File: src/rtl/qspi_read_arbiter_pkg.sv
// Shared types for the two-client QSPI read arbiter: FSM states, client index
// and the default burst length before a waiting peer may take the flash.
package qspi_arb_pkg;

   typedef enum logic [2:0] {
      ST_IDLE,
      ST_START,
      ST_WAIT,
      ST_STREAM,
      ST_STOP
   } arb_state_t;

   typedef logic client_idx_t;

   localparam int DEF_MAX_BURST = 16;

   function automatic client_idx_t peer_of(input client_idx_t c);
      return ~c;
   endfunction

endpackage

File: src/rtl/qspi_read_arbiter_if.sv
// Flash-controller side of the arbiter: read strobes and start address out,
// returned word and busy flag back in.
interface qspi_read_arbiter_if #(
   parameter int ADDR_BITS = 24,
   parameter int DATA_BITS = 16
);

   logic                 fl_start_read;
   logic                 fl_continue_read;
   logic                 fl_stop_read;
   logic [ADDR_BITS-1:0] fl_addr;
   logic [DATA_BITS-1:0] fl_data;
   logic                 fl_busy;

   modport master (
      output fl_start_read, fl_continue_read, fl_stop_read, fl_addr,
      input  fl_data, fl_busy
   );

   modport slave (
      input  fl_start_read, fl_continue_read, fl_stop_read, fl_addr,
      output fl_data, fl_busy
   );

endinterface

File: src/rtl/qspi_read_arbiter_client_ctx.sv
// Per-client resume context: remembers where a preempted stream stopped so the
// client's next start continues from there instead of its request address.
module qspi_arb_client_ctx
   import qspi_arb_pkg::*;
#(
   parameter int ADDR_BITS = 24
) (
   input  logic                 clk,
   input  logic                 rst,
   input  logic                 suspend,
   input  logic                 clear,
   input  logic [ADDR_BITS-1:0] cur_addr,
   output logic                 suspended,
   output logic [ADDR_BITS-1:0] saved_addr
);

   always_ff @(posedge clk or posedge rst) begin
      if (rst) begin
         suspended  <= 1'b0;
         saved_addr <= '0;
      end else if (suspend) begin
         suspended  <= 1'b1;
         saved_addr <= cur_addr;
      end else if (clear) begin
         suspended  <= 1'b0;
      end
   end

endmodule

File: src/rtl/qspi_read_arbiter.sv
// Two-client QSPI read-stream arbiter with round-robin and burst preemption.
// Define ARB_PRIORITY0_EN to make client 0 win ties and never be preempted.
module qspi_read_arbiter
   import qspi_arb_pkg::*;
#(
   parameter int ADDR_BITS = 24,
   parameter int DATA_BITS = 16,
   parameter int MAX_BURST = DEF_MAX_BURST
) (
   input  logic                 clk,
   input  logic                 rst,
   input  logic                 c0_req,
   input  logic [ADDR_BITS-1:0] c0_addr,
   input  logic                 c0_next,
   input  logic                 c0_done,
   output logic                 c0_grant,
   output logic                 c0_valid,
   output logic [DATA_BITS-1:0] c0_data,
   input  logic                 c1_req,
   input  logic [ADDR_BITS-1:0] c1_addr,
   input  logic                 c1_next,
   input  logic                 c1_done,
   output logic                 c1_grant,
   output logic                 c1_valid,
   output logic [DATA_BITS-1:0] c1_data,
   qspi_read_arbiter_if.master  fl
);

   localparam int                   CNT_W      = $clog2(MAX_BURST + 1);
   localparam logic [CNT_W-1:0]     CNT_MAX    = CNT_W'(MAX_BURST);
   localparam logic [CNT_W-1:0]     CNT_ONE    = CNT_W'(1);
   localparam logic [ADDR_BITS-1:0] ALIGN_MASK = {{(ADDR_BITS-1){1'b1}}, 1'b0};
   localparam logic [ADDR_BITS-1:0] WORD_STEP  = ADDR_BITS'(2);

   arb_state_t           state, state_nxt;
   client_idx_t          owner, last_grant, win;
   logic [1:0]           req_v, next_v, done_v, susp_v;
   logic [CNT_W-1:0]     word_cnt;
   logic [ADDR_BITS-1:0] cur_addr, start_addr, saved0, saved1;
   logic                 start_s, cont_s, stop_s, release_s, preempt_s;
   logic                 preempt_ok, active;

   assign req_v  = {c1_req, c0_req};
   assign next_v = {c1_next, c0_next};
   assign done_v = {c1_done, c0_done};

`ifdef ARB_PRIORITY0_EN
   assign preempt_ok = (owner == 1'b1);
   always_comb win = req_v[0] ? 1'b0 : 1'b1;
`else
   assign preempt_ok = 1'b1;
   always_comb begin
      if (&req_v) win = peer_of(last_grant);
      else        win = req_v[0] ? 1'b0 : 1'b1;
   end
`endif

   // A suspended client resumes from where it was cut off.
   always_comb begin
      if (win) start_addr = susp_v[1] ? saved1 : (c1_addr & ALIGN_MASK);
      else     start_addr = susp_v[0] ? saved0 : (c0_addr & ALIGN_MASK);
   end

   always_ff @(posedge clk or posedge rst) begin
      if (rst) state <= ST_IDLE;
      else     state <= state_nxt;
   end

   always_comb begin
      state_nxt = state;
      unique case (state)
         ST_IDLE:   if (start_s) state_nxt = ST_START;
         ST_START:  state_nxt = ST_WAIT;
         ST_WAIT:   if (!fl.fl_busy) state_nxt = ST_STREAM;
         ST_STREAM: begin
            if (stop_s)      state_nxt = ST_STOP;
            else if (cont_s) state_nxt = ST_WAIT;
         end
         ST_STOP:   state_nxt = ST_IDLE;
         default:   state_nxt = ST_IDLE;
      endcase
   end

   // Release beats preemption, which beats a continue in the same cycle.
   always_comb begin
      start_s   = 1'b0;
      cont_s    = 1'b0;
      stop_s    = 1'b0;
      release_s = 1'b0;
      preempt_s = 1'b0;
      unique case (state)
         ST_IDLE: start_s = (|req_v) && !rst;
         ST_STREAM: begin
            if (done_v[owner] || !req_v[owner]) begin
               stop_s    = 1'b1;
               release_s = 1'b1;
            end else if (word_cnt == CNT_MAX && req_v[peer_of(owner)] && preempt_ok) begin
               stop_s    = 1'b1;
               preempt_s = 1'b1;
            end else if (next_v[owner]) begin
               cont_s = 1'b1;
            end
         end
         default: ;
      endcase
   end

   assign active              = (state == ST_START) || (state == ST_WAIT) || (state == ST_STREAM);
   assign c0_grant            = active && (owner == 1'b0);
   assign c1_grant            = active && (owner == 1'b1);
   assign fl.fl_start_read    = start_s;
   assign fl.fl_continue_read = cont_s;
   assign fl.fl_stop_read     = stop_s;
   assign fl.fl_addr          = start_s ? start_addr : '0;

   always_ff @(posedge clk or posedge rst) begin
      if (rst) begin
         owner      <= 1'b0;
         last_grant <= 1'b1;
         word_cnt   <= '0;
         cur_addr   <= '0;
         c0_valid   <= 1'b0;
         c1_valid   <= 1'b0;
         c0_data    <= '0;
         c1_data    <= '0;
      end else begin
         c0_valid <= 1'b0;
         c1_valid <= 1'b0;
         if (start_s) begin
            owner      <= win;
            last_grant <= win;
            word_cnt   <= '0;
            cur_addr   <= start_addr;
         end
         if (state == ST_WAIT && !fl.fl_busy) begin
            if (owner) begin
               c1_valid <= 1'b1;
               c1_data  <= fl.fl_data;
            end else begin
               c0_valid <= 1'b1;
               c0_data  <= fl.fl_data;
            end
         end
         if (cont_s) begin
            cur_addr <= cur_addr + WORD_STEP;
            if (word_cnt != CNT_MAX) word_cnt <= word_cnt + CNT_ONE;
         end
      end
   end

   qspi_arb_client_ctx #(.ADDR_BITS(ADDR_BITS)) u_ctx0 (
      .clk        (clk),
      .rst        (rst),
      .suspend    (preempt_s && owner == 1'b0),
      .clear      ((release_s && owner == 1'b0) || (start_s && win == 1'b0)),
      .cur_addr   (cur_addr),
      .suspended  (susp_v[0]),
      .saved_addr (saved0)
   );

   qspi_arb_client_ctx #(.ADDR_BITS(ADDR_BITS)) u_ctx1 (
      .clk        (clk),
      .rst        (rst),
      .suspend    (preempt_s && owner == 1'b1),
      .clear      ((release_s && owner == 1'b1) || (start_s && win == 1'b1)),
      .cur_addr   (cur_addr),
      .suspended  (susp_v[1]),
      .saved_addr (saved1)
   );

endmodule

File: src/flat_wrapper.sv
// flat-port wrapper written by rule: the top's interface ports become plain ports
module qspi_read_arbiter_flat import qspi_arb_pkg::*;
#(
   parameter int ADDR_BITS = 24,
   parameter int DATA_BITS = 16,
   parameter int MAX_BURST = DEF_MAX_BURST
)
  (clk, rst, c0_req, c0_addr, c0_next, c0_done, c0_grant, c0_valid, c0_data, c1_req, c1_addr, c1_next, c1_done, c1_grant, c1_valid, c1_data, fl_fl_start_read, fl_fl_continue_read, fl_fl_stop_read, fl_fl_addr, fl_fl_data, fl_fl_busy);
  qspi_read_arbiter_if #(.ADDR_BITS(ADDR_BITS), .DATA_BITS(DATA_BITS)) fl_i ();
  input  logic clk;
  input  logic rst;
  input  logic c0_req;
  input  logic [ADDR_BITS-1:0] c0_addr;
  input  logic c0_next;
  input  logic c0_done;
  output logic c0_grant;
  output logic c0_valid;
  output logic [DATA_BITS-1:0] c0_data;
  input  logic c1_req;
  input  logic [ADDR_BITS-1:0] c1_addr;
  input  logic c1_next;
  input  logic c1_done;
  output logic c1_grant;
  output logic c1_valid;
  output logic [DATA_BITS-1:0] c1_data;
  output wire logic [$bits(fl_i.fl_start_read)-1:0] fl_fl_start_read;
  output wire logic [$bits(fl_i.fl_continue_read)-1:0] fl_fl_continue_read;
  output wire logic [$bits(fl_i.fl_stop_read)-1:0] fl_fl_stop_read;
  output wire logic [$bits(fl_i.fl_addr)-1:0] fl_fl_addr;
  input wire logic [$bits(fl_i.fl_data)-1:0] fl_fl_data;
  input wire logic [$bits(fl_i.fl_busy)-1:0] fl_fl_busy;
  assign fl_fl_start_read = fl_i.fl_start_read;
  assign fl_fl_continue_read = fl_i.fl_continue_read;
  assign fl_fl_stop_read = fl_i.fl_stop_read;
  assign fl_fl_addr = fl_i.fl_addr;
  assign fl_i.fl_data = fl_fl_data;
  assign fl_i.fl_busy = fl_fl_busy;
  qspi_read_arbiter #(.ADDR_BITS(ADDR_BITS), .DATA_BITS(DATA_BITS), .MAX_BURST(MAX_BURST)) u_core (.clk(clk), .rst(rst), .c0_req(c0_req), .c0_addr(c0_addr), .c0_next(c0_next), .c0_done(c0_done), .c0_grant(c0_grant), .c0_valid(c0_valid), .c0_data(c0_data), .c1_req(c1_req), .c1_addr(c1_addr), .c1_next(c1_next), .c1_done(c1_done), .c1_grant(c1_grant), .c1_valid(c1_valid), .c1_data(c1_data), .fl(fl_i));
endmodule
File: config.mk
export PLATFORM = sky130hd
export DESIGN_NAME = qspi_read_arbiter_flat
export DESIGN_NICKNAME = d
export VERILOG_FILES = /design/src/rtl/qspi_read_arbiter_pkg.sv /design/src/rtl/qspi_read_arbiter_if.sv /design/src/rtl/qspi_read_arbiter_client_ctx.sv /design/src/rtl/qspi_read_arbiter.sv /design/src/flat_wrapper.sv
export SDC_FILE = /design/constraint.sdc
export NUM_CORES = 1
export LEC_CHECK = 0
export CAP_MARGIN = 20
export CORE_MARGIN = 3
export CORE_UTILIZATION = 55
export CTS_CLUSTER_SIZE = 8
export DETAILED_ROUTE_END_ITERATION = 12
export HOLD_SLACK_MARGIN = 0.1
export MAX_ROUTING_LAYER = met4
export PLACE_DENSITY = 0.86
export REMOVE_ABC_BUFFERS = 1
export SYNTH_ARGS = -nofsm -noshare
export SYNTH_HDL_FRONTEND = slang
export SYNTH_HIERARCHICAL = 1
export SYNTH_SLANG_ARGS = --single-unit
File: constraint.sdc
create_clock -name clk -period 4.7 [get_ports clk]
set_input_delay 0.47 -clock clk [delete_from_list [all_inputs] [get_ports clk]]
set_output_delay 0.47 -clock clk [all_outputs]
set_load 0.03 [all_outputs]
==> results of run 1 <==
-- kinds of logic (layout without fill, tap and decap cells) --
| kind of cell | after synthesis | in the layout | synth area share [%] |
|---|---|---|---|
| flops | 118 | 118 | 47.55 |
| fa+ha+maj | 3 | 3 | 0.6043 |
| simple gates | 130 | 130 | 12.59 |
| buf+inv | 51 | 194 | 5.055 |
| compound gates | 102 | 102 | 12.35 |
| xor+xnor | 1 | 1 | 0.1410 |
| mux | 110 | 110 | 21.71 |
-- cells in the final DEF, fill, tap and decap left out, drive strengths merged, types with 2 or more instances in the layout --
| cell type | Yosys | final |
|---|---|---|
| ha | 3 | 3 |
| o31ai | 2 | 2 |
| bufinv | 0 | 6 |
| o211a | 3 | 3 |
| mux2i | 26 | 26 |
| and3b | 2 | 2 |
| o21ai | 8 | 8 |
| clkbuf | 13 | 24 |
| a21oi | 7 | 7 |
| and2 | 2 | 2 |
| buf | 20 | 11 |
| o32ai | 2 | 2 |
| clkdlybuf4s50 | 0 | 133 |
| a211oi | 42 | 42 |
| nor4 | 6 | 6 |
| a22o | 2 | 2 |
| or3 | 6 | 6 |
| nand3 | 10 | 10 |
| inv | 18 | 18 |
| or4 | 2 | 2 |
| nand2 | 16 | 16 |
| a211o | 14 | 14 |
| or2 | 2 | 2 |
| dfrtp | 117 | 117 |
| nor2 | 18 | 18 |
| nand3b | 3 | 3 |
| nor2b | 21 | 21 |
| o21bai | 3 | 3 |
| and3 | 5 | 5 |
| o211ai | 2 | 2 |
| nand4 | 10 | 10 |
| o21a | 3 | 3 |
| mux2 | 84 | 84 |
| nor3 | 19 | 19 |
| a21o | 11 | 11 |
| nor3b | 3 | 3 |
-- critical path: stages --
cell and delay (ps):
clkdlybuf4s50_1 560, inv_1 140, o21ai_4 400, buf_4 470, a211oi_1 120, a211oi_1 420
clkdlybuf4s50_1 760
-- cell usage after synthesis, drive strengths merged (2+ instances only) --
library cell,number
a211o,14
a211oi,42
a21o,11
a21oi,7
a22o,2
and2,2
and3,5
and3b,2
buf,20
clkbuf,13
dfrtp,117
ha,3
inv,18
mux2,84
mux2i,26
nand2,16
nand3,10
nand3b,3
nand4,10
nor2,18
nor2b,21
nor3,19
nor3b,3
nor4,6
o211a,3
o211ai,2
o21a,3
o21ai,8
o21bai,3
o31ai,2
o32ai,2
or2,2
or3,6
or4,2
-- metrics by stage --
stage	util [%]	setup TNS (ps)	area, um^2	hold WS [ps]	total power [uW]
6_report	75.76	0	8284	501.3	4707
3_3_place_gp	69.23	0	7571	478.5	3118
4_1_cts	75.65	0	8273	504.2	4710
5_1_grt	75.76	0	8284	508.3	4893
2_1_floorplan	-	-6394	5966	466.8	2497
3_5_place_dp	69.49	0	7599	491.7	3197
-- worst paths after layout --
kind                                                     to               from  cells past startpoint
worst max-delay path                         fl_fl_addr[12]             c1_req                      7
worst min-delay path                      u_core/c1_data[9]  u_core/c1_data[9]                      1
worst max register to register           u_core/cur_addr[4]       u_core/owner                      8
worst min register to register            u_core/c1_data[9]  u_core/c1_data[9]                      1
max in group asynchronous                 u_core/last_grant                rst                      3
min in group asynchronous       u_core/u_ctx1/saved_addr[0]                rst                      2
-- power by group through the flow --
stage | registers (uW) | clock network [uW] | logic, uW
after floorplan | 1810 | 0 | 686
after global placement | 1570 | 0 | 1550
after detailed placement | 1600 | 0 | 1600
after CTS | 1590 | 1490 | 1630
after global routing | 1640 | 1540 | 1710
final | 1600 | 1480 | 1630
-- layer usage --
| metal | wire (um) | track usage (%) | up-vias |
|---|---|---|---|
| met1 | 6581 | 34.59 | 2474 |
| met2 | 8736 | 47.04 | 280 |
| li1 | - | - | 2176 |
| met5 | 0 | - | - |
| met3 | 1206 | 5.121 | 62 |
| met4 | 631 | 13.46 | 0 |
-- state kept, by name, indices dropped and copies added (netlist names), 3 cells and up --
signal / cells
u_core/word_cnt: 5
u_core/u_ctx0/saved_addr: 24
u_core/state: 3
u_core/u_ctx1/saved_addr: 24
u_core/cur_addr: 24
u_core/c0_data: 16
u_core/c1_data: 16
-- area by class of cell --
| type | instances | share of cell area [%] |
|---|---|---|
| clock inverters | 8 | 2.326 |
| flip-flops and latches | 118 | 35.66 |
| repair buffers | 144 | 17.35 |
| multi-input cells | 346 | 35.92 |
| well taps | 140 | 2.114 |
| clock buffers | 24 | 5.815 |
| inverters | 18 | 0.8156 |
==> metrics.txt, run 1 <==
Final setup violation count 0; synth-to-layout area growth 33.35%; row count 38; Initial Util 56.81%; max-cap violation count 0; n_diodes 0; RSZ-0062 raised after global routing no; vias per cell between 6 and 7; post-layout minimum cycle time approximately 3800 ps; WL per Instance about 21 um; Final Non-Filler Cells 798; Synth area leader dfrtp_1; Worst Max-Slew Pin Slew 1057 ps; Synth Warn # 6; final wirelength between 15000 and 20000 um; count of pins over their slew limit 0; DR DRC count 0; initial antenna violation count 0; GRT Overall Usage ~29%; Post-synth EDFFs 0; total gr overflow 0; Final Wtd Congestion around 0.83; vias 4992; Num CTS Buffers 17; largest net degree at the start of global routing 40; DP Worst Slack between 900 and 1000 ps; Final Hold Violating Endpoints 0; CTS Sinks roughly 120; Clock Latency Late Sink 410 ps; Multi-input gate area 2975 um^2; Hold Crit Class flop to flop; CP max FO 36; sw frac between 30% and 40%; status completed; First-pass DRT Iterations 7; Worst Path Required 4230 ps; clock skew between 8 and 9 ps; first-pass GRT wire length about 28000 um; CP Capture Type output port; dpl hpwl between 10000 and 15000 um; leading register cell type out of synthesis dfrtp_1; sequential power share 34.0%; fin crit share 81.71%; Die Span Y ~110 um; clock slew at the register clock pins of the worst setup and hold paths roughly 50 ps; cts hold-fix bufs 0; post-CTS sizing 0; core area 10940 um^2; Worst setup SP type input pin; cell-internal power roughly 3100 uW; fill count around 670; Power per Cell Area ~570 nW/um^2; boundary pin count roughly 140; Unique masters post-synth between 50 and 60; worst setup margin 859.6 ps; Post-synth ARST share 100.0%; die span in x between 100 and 150 um; top post-synthesis cells by area dfrtp_1 (47%), mux2_4 (9.2%), mux2_2 (8.3%); FF+latch area around 3000 um^2; Cells after DPL approximately 770; CTS tree built; post-CTS setup buffers 0; synthesized area per cell ~12 um^2; clk buf depth 2; flop and latch count out of synthesis 118; Synth top area share 47.13%; DRT iter0 DRCs ~450; vias in the first global route between 5000 and 6000; DIE AREA around 13000 um^2; worst IR drop on VDD 0.3492 mV; Comb pwr share about a third; Net Switching around 1600 uW; WP data arrival between 3000 and 4000 ps; CTS Root Cell clkbuf_16; Mapped Area 6212 um^2; H-tree levels 4; Worst Setup Path Type input pin to output port; clock network fraction of total power between 30% and 40%; share of cells above drive strength 1 between 20% and 30%; PortBufs around 130; fin nets around 720; R2R setup slack 2040 ps; register area share after synthesis a little under half; LEAKAGE approximately 0.0036 uW; post-route ant nets 0; Post-Synthesis Cells 515; Slew headroom 29.54%; f_max about 0.26 GHz
Power figures use the tool's default switching activity.
==> run 2: changes to the inputs <==
- CORE_UTILIZATION: 55 -> 51
- PLACE_DENSITY: 0.86 -> 0.8
- clock period: 4.7 -> 3.7 ns (I/O delays scaled with it)
==> metrics.txt, run 2 (synthesis gave the netlist of run 1 again) <==
boundary pin count 136 (unchanged); H-tree levels 4 (unchanged); cts hold-fix bufs 0 (unchanged); dpl hpwl 11280 um (+4.2%); CP Capture Type output port; vias 4851 (-2.8%); share of cells above drive strength 1 22.02% (+0.90 points); DR DRC count 0 (unchanged); Worst setup SP type input pin; Multi-input gate area 2975 um^2 (unchanged); fin crit share 90.59%; final wirelength 16750 um (-2.4%); dpl cell area 7642 um^2 (+0.58%); First-pass DRT Iterations 5 (-2); LEAKAGE 0.003609 uW (+0.29%); fill count 795 (+20%); delay-heaviest family, CP buffers and inverters; Final setup violation count 0 (unchanged); post-CTS sizing 0 (unchanged); Hold Crit Class input pin to asynchronous set/reset pin; f_max roughly 0.30 GHz; clock skew 8.611 ps (-0.3683 ps); CTS tree built; DIE AREA 13540 um^2 (+7.4%); most frequent cells in the layout clkdlybuf4s50_1 (132), dfrtp_1 (117), mux2_2 (46); WP data arrival 2980 ps (-390 ps); die span in x 116.4 um (+3.6%); initial antenna violation count 0 (unchanged); FF+latch area 2954 um^2 (unchanged); core area 11660 um^2 (+6.6%); Clock Latency Late Sink 410 ps (about the same); Power per Cell Area 703.3 nW/um^2 (+24%); DRT iter0 DRCs 380 (-16%); WL per Instance 20.78 um (-3.4%); largest net degree at the start of global routing 40 (unchanged); Worst Path Required 3330 ps (-900 ps); Slew headroom 48.45% (+19 points); CP bufs+invs 2 (-2); worst IR drop on VDD 0.3497 mV (+0.14%); first-pass GRT wire length 26620 um (-4.2%); largest registers u_core/cur_addr (24), u_core/u_ctx0/saved_addr (24), u_core/u_ctx1/saved_addr (24); CTS Root Cell clkbuf_16; Initial Util 53.27% (-3.5 points); RSZ-0062 raised after global routing no; vias per cell 6.019 (-3.8%); CTS Sinks 118 (unchanged); count of pins over their slew limit 0 (unchanged); max incr delay on CP 760 ps (about the same); Post-Layout Inst Area 8279 um^2 (about the same); commonest non-fill, non-tap cell in the layout clkdlybuf4s50_1; CP max FO 39 (+8.3%); fin nets 726 (+0.69%); vias in the first global route 5075 (-4.3%); n_diodes 0 (unchanged); Die Span Y 116.4 um (+3.6%); total gr overflow 0 (unchanged); Worst Max-Slew Pin Slew 771.3 ps (-285.6 ps); synth-to-layout area growth 33.27% (about the same); post-route ant nets 0 (unchanged); CP max stage cell clkdlybuf4s50_1; crit-path cells clkdlybuf4s50_1 > o21bai_1 > or4_4 > a211oi_1 > clkdlybuf4s50_1; PortBufs 133 (unchanged); Num CTS Buffers 17 (unchanged); Worst path most repeated cell clkdlybuf4s50_1; GRT Overall Usage 26.49% (-2.2 points); Sum Neg Setup Slack 0 ps (unchanged); Final Hold Violating Endpoints 0 (unchanged); Worst Setup Path Type input pin to output port; WHS 399.7 ps (-101.6 ps); Final Wtd Congestion 0.8623 (+3.9%); row count 39 (+2.6%); post-layout minimum cycle time between 3000 and 4000 ps; status completed; max-cap violation count 0 (unchanged); clock slew at the register clock pins of the worst setup and hold paths 50 ps (about the same); post-CTS setup buffers 0 (unchanged); clk buf depth 2 (unchanged)
-- run 2: power breakdown --
group	internal [uW]	switching (uW)	total, uW
Sequential	1630	391	2020
Clock	1180	560	1740
Combinational	945	1120	2060
-- run 2: metrics by stage --
| stage | worst slack (ps) | total power [uW] | std cells | util [%] |
|---|---|---|---|---|
| finish | 348.3 | 5823 | 806 | 70.99 |
| global route | 228.5 | 6069 | 806 | 70.99 |
| global placement | 411.1 | 3985 | 773 | 65.53 |
| detailed placement | 348.2 | 4078 | 773 | 65.53 |
| floorplan | -1309 | 3171 | 482 | - |
| CTS | 337.6 | 5835 | 805 | 70.89 |
-- run 2: metal layers --
metal  share of wire [%]  wire [um]  track usage (%)  vias to the layer above
met5                   0          0                -                        -
met1                  41       6869            33.32                     2452
met4                 1.7        284            8.430                        0
li1                    -          -                -                     2194
met2                  52       8681            43.67                      179
met3                 5.4        912            4.767                       26
-- run 2: final cells by class --
cell class              count  area share [%]
repair buffers            149           17.85
multi-input cells         346           35.94
flip-flops and latches    118           35.68
inverters                  18          0.8161
clock buffers              23           5.773
clock inverters             9           1.783
well taps                 143           2.161
-- run 2: worst register-to-register path: cells and delay by family, from the launching register on --
| family | cells | cell delay [ps] |
|---|---|---|
| buf+inv | 2 | 740 |
| simple gates | 2 | 320 |
| compound gates | 2 | 430 |
| mux | 1 | 390 |
| flops | 1 | 660 |
-- run 2: worst paths after layout --
path | to | depth (start not counted) | slack [ps] | start
min in group clk | u_core/c1_data[7] | 1 | 510 | u_core/c1_data[7]
max in group asynchronous | u_core/c1_data[10] | 3 | 2230 | rst
worst min-delay path | u_core/u_ctx1/saved_addr[22] | 2 | 400 | rst
worst min register to register | u_core/c1_data[7] | 1 | 510 | u_core/c1_data[7]
worst max register to register | u_core/cur_addr[22] | 7 | 1090 | u_core/owner
worst max-delay path | fl_fl_addr[22] | 5 | 350 | c0_req
